--- config.mk ---
export PLATFORM = sky130hd
export DESIGN_NAME = resp_demux_1_2
export DESIGN_NICKNAME = d
export VERILOG_FILES = /design/src/rtl/resp_demux_1_2.sv
export SDC_FILE = /design/constraint.sdc
export NUM_CORES = 1
export LEC_CHECK = 0
export CAP_MARGIN = 20
export CELL_PAD_IN_SITES_DETAIL_PLACEMENT = 1
export CELL_PAD_IN_SITES_GLOBAL_PLACEMENT = 1
export CORE_MARGIN = 3
export CORE_UTILIZATION = 34
export DETAILED_ROUTE_END_ITERATION = 12
export PLACE_DENSITY_LB_ADDON = 0.1
export SLEW_MARGIN = 25
export SYNTH_ARGS = -nofsm -noshare
export SYNTH_HDL_FRONTEND = slang
export SYNTH_SLANG_ARGS = --single-unit
--- constraint.sdc ---
create_clock -name clk -period 3.9 [get_ports clk]
set_clock_uncertainty 0.1 [all_clocks]
set_input_delay 1.17 -clock clk [delete_from_list [all_inputs] [get_ports clk]]
set_output_delay 1.17 -clock clk [all_outputs]
set_load 0.01 [all_outputs]
--- src/rtl/resp_demux_1_2.sv ---
`default_nettype none
// ============================================================================
// Module      : resp_demux_1_2
// Description : Steers an in-order response stream to consumer A or B using
//               destination bits queued in a route FIFO when the requests
//               were issued. One registered output stage decouples the
//               input from the consumers.
// Revision    : 1.0 - initial release
// ============================================================================
module resp_demux_1_2 #(
    parameter int WIDTH = 32,
    parameter int DEPTH = 4
) (
    input  logic                       clk,
    input  logic                       rst_n,
    input  logic                       tag_valid,
    input  logic                       tag_sel,
    output logic                       tag_ready,
    input  logic                       in_valid,
    input  logic [WIDTH-1:0]           in_data,
    output logic                       in_ready,
    output logic                       a_valid,
    output logic [WIDTH-1:0]           a_data,
    input  logic                       a_ready,
    output logic                       b_valid,
    output logic [WIDTH-1:0]           b_data,
    input  logic                       b_ready,
    output logic [$clog2(DEPTH):0]     pending,
    output logic                       err_unexpected
);

    localparam int PW = $clog2(DEPTH);
    localparam int CW = PW + 1;

    // Route FIFO state
    logic [DEPTH-1:0] r_route;
    logic [PW-1:0]    r_wptr;
    logic [PW-1:0]    r_rptr;
    logic [CW-1:0]    r_count;

    // Output stage state
    logic             r_out_valid;
    logic             r_out_sel;
    logic [WIDTH-1:0] r_out_data;
    logic             r_err;

    // Handshake terms
    logic w_full;
    logic w_empty;
    logic w_push;
    logic w_drain;
    logic w_accept;

    assign w_full   = (r_count == CW'(DEPTH));
    assign w_empty  = (r_count == '0);
    assign w_push   = tag_valid & ~w_full;
    // A full FIFO refuses pushes even if a pop happens in the same cycle.
    assign tag_ready = ~w_full;

    assign w_drain  = r_out_valid & (r_out_sel ? b_ready : a_ready);
    // Only routes already stored may steer a response; a tag pushed this
    // cycle is not visible to the input until the next cycle.
    assign in_ready = ~w_empty & (~r_out_valid | w_drain);
    assign w_accept = in_valid & in_ready;

    assign a_valid        = r_out_valid & ~r_out_sel;
    assign b_valid        = r_out_valid &  r_out_sel;
    assign a_data         = r_out_data;
    assign b_data         = r_out_data;
    assign pending        = r_count;
    assign err_unexpected = r_err;

    // Route FIFO: store destination bits, advance pointers, track occupancy
    always_ff @(posedge clk or negedge rst_n) begin
        if (!rst_n) begin
            r_route <= '0;
            r_wptr  <= '0;
            r_rptr  <= '0;
            r_count <= '0;
        end else begin
            if (w_push) begin
                r_route[r_wptr] <= tag_sel;
                r_wptr          <= r_wptr + PW'(1);
            end
            if (w_accept) begin
                r_rptr <= r_rptr + PW'(1);
            end
            case ({w_push, w_accept})
                2'b10:   r_count <= r_count + CW'(1);
                2'b01:   r_count <= r_count - CW'(1);
                default: r_count <= r_count;
            endcase
        end
    end

    // Output stage: load on accept, clear when drained with nothing new
    always_ff @(posedge clk or negedge rst_n) begin
        if (!rst_n) begin
            r_out_valid <= 1'b0;
            r_out_sel   <= 1'b0;
            r_out_data  <= '0;
        end else if (w_accept) begin
            r_out_valid <= 1'b1;
            r_out_sel   <= r_route[r_rptr];
            r_out_data  <= in_data;
        end else if (w_drain) begin
            r_out_valid <= 1'b0;
        end
    end

    // Sticky flag for a response arriving with no route outstanding or in flight
    always_ff @(posedge clk or negedge rst_n) begin
        if (!rst_n) begin
            r_err <= 1'b0;
        end else if (in_valid & w_empty & ~tag_valid) begin
            r_err <= 1'b1;
        end
    end

endmodule
`default_nettype wire

==> results.cfg <==
[clock_tree]
cts-resized-gates = 0
cts_made_buffers = 5
cts_root_buf = clkbuf_8
clock_path_buffers = 2
cts.clk_slew.worst_paths_ns = 0.08
ctsHoldBuffers = 0
cts.sinks = 46
cts_htree_levels = 2
cts_tree = done
post_cts_buffers = 0
clock_latency_ns = 0.29

[worst_setup_path]
endpoint_kind = output pin
critical_path_class = in -> out
cp.required_ns = 2.63
arrival_ns = 2.40
cp_max_fo = 2
cp-start-kind = input port

[yosys]
synth.largest_area_cell = dfrtp_1
synthArstFlopShare_pct = 100
synth_flop_cell = dfrtp_1
synth_area_um2 = 2310
synth.avg_cell_area_um2 = 14.5
synthTopCellsByArea = dfrtp_1 (50%), mux2_4 (18%), buf_4 (10%)
yosys_warnings = 0
synth_cell_types = 27
synth-edff-count = 0
synth_seq_cells = 46
synth_seq_area_share_pct = 49.8
synth_nets = 205
synth_top_area_share_pct = 49.8
syn_inst = 160

[timing]
hold_viol = 0
max_freq_mhz = 272
fin_tns_setup_ns = 0
finalSetupViolCount = 0
min_period_ns = 3.67
worstMarginPinSlew_ns = 0.609
fin_crit_sh_pct = 94.2
relSlewSlack_pct = 59.4
grt_setup_unrepaired = false
slew_viol_final = 0

[floorplanning]
io-pin-count = 111
coreArea_um2 = 6460
dieArea_um2 = 7830
die-height_um = 88.5
die_x_um = 88.5
rows = 29
initial_core_util_pct = 35.8

[grt]
grt_overflow_total = 0
antenna_found_initial = 0
grt_max_degree = 47
grt_pass1_vias = 1499
grt_use_total_pct = 12.7
grt_pass1_wl_mm = 7.75

[placement]
dp_hpwl_mm = 3.79
place_congestion = 0.674
placed_area_um2 = 3230
io_buffers = 110
dp.cells = 314

[drt]
drc = 0
ant_nets = 0
first_iter_violations = 21
via_per_inst = 4.52
routedWlPerCell_um = 15.7
postRouteWirelength_mm = 5.05
firstDrtPassIters = 2
vias = 1454

[power_and_ir_drop]
irDropWorstVdd_mv = 0.389
fin_total_pwr_uw = 2930
leakage_uw = 0.00145
p_per_area_nw_per_um2 = 878

[finish]
seqCellArea_um2 = 1150
mostFrequentLayoutCells = clkdlybuf4s50_1 (109), dfrtp_1 (46), mux2_4 (28), mux2_2 (10), inv_1 (6)
design_area_um2 = 3330
layout_commonest_cell = clkdlybuf4s50_1
antenna_cells = 0
area_growth_pct = 44.1
fillers = 672
multiInputGateArea_um2 = 835
finalNetCount = 289
drive_gt1_share_pct = 24.1
final_cell_count_no_fill = 322

[hold_path]
min_path_type = reg -> reg

[flow_run]
drv_cap = 0

[run_status]
run_status = completed
[per-layer routing]
| metal | up-vias | GRT usage [%] | part of all wire [%] |
|---|---|---|---|
| met5 | - | 0 | 0 |
| met4 | 0 | 3.30 | 1.2 |
| met3 | 6 | 3.17 | 5.4 |
| met2 | 62 | 19.2 | 47 |
| met1 | 714 | 18.1 | 46 |
| li1 | 672 | - | - |
[worst max-delay path, stage by stage]
cell and delay (ns):
clkdlybuf4s50_1 0.47, mux2i_2 0.08, a21oi_1 0.14, clkdlybuf4s50_1 0.54
[cell families after synthesis]
kind of cell | share of synthesized area [%]
AOI/OAI and AO/OA | 2.38
xor gates and xnor gates | 2.27
adders and majority gates | 3.57
buffers and inverters | 14.2
DFF | 49.8
muxes | 24.6
and+or+nand+nor | 3.24
[final timing paths]
kind                       slack (ns)  depth (start not counted)                        from                          to
max in group asynchronous        2.53                          1                       rst_n      a_data[24]$_DFFE_PN0P_
min                              0.38                          1  err_unexpected$_DFFE_PN0P_  err_unexpected$_DFFE_PN0P_
max                              0.23                          4                     a_ready                    in_ready
min in group asynchronous        0.76                          1                       rst_n      a_data[28]$_DFFE_PN0P_
min reg2reg                      0.38                          1  err_unexpected$_DFFE_PN0P_  err_unexpected$_DFFE_PN0P_
max reg2reg                      1.50                          8      pending[1]$_DFFE_PN0P_      pending[2]$_DFFE_PN0P_
[power by group]
group	internal, uW	switching, uW
logic	1070	567
clock network	189	160
registers	724	221
[area by class of cell]
class / instances / share of cell area (%)
clock inverter: 3 / 1.20
timing repair buffer: 113 / 33.6
inverter: 6 / 0.675
sequential: 46 / 34.5
tap: 77 / 2.89
clock buffer: 5 / 2.06
multi-input combinational: 72 / 25.0
[stage by stage]
step                      util (%)  setup WS [ns]  hold WS [ns]
after CTS                     51.6          0.210         0.386
after floorplan                  -          0.969         0.350
after global routing          51.6          0.158         0.393
after global placement        49.9          0.229         0.372
final                         51.6          0.226         0.384
after detailed placement      49.9          0.210         0.359
[sequential cells by signal, summed over array words and instances, names as in the netlist]
name,flops
a_data,32
r_out_sel,1
r_rptr,2
r_route,4
err_unexpected,1
r_wptr,2
r_out_valid,1
pending,3
[synthesized netlist by cell type (all sizes together) (2+ instances only)]
| library cell | n |
|---|---|
| buf | 36 |
| xnor2 | 2 |
| nand2 | 5 |
| dfrtp | 46 |
| ha | 5 |
| nand3 | 4 |
| inv | 6 |
| xor2 | 4 |
| a21oi | 2 |
| mux2 | 38 |
Note: power is estimated with default switching activity, not from simulation.
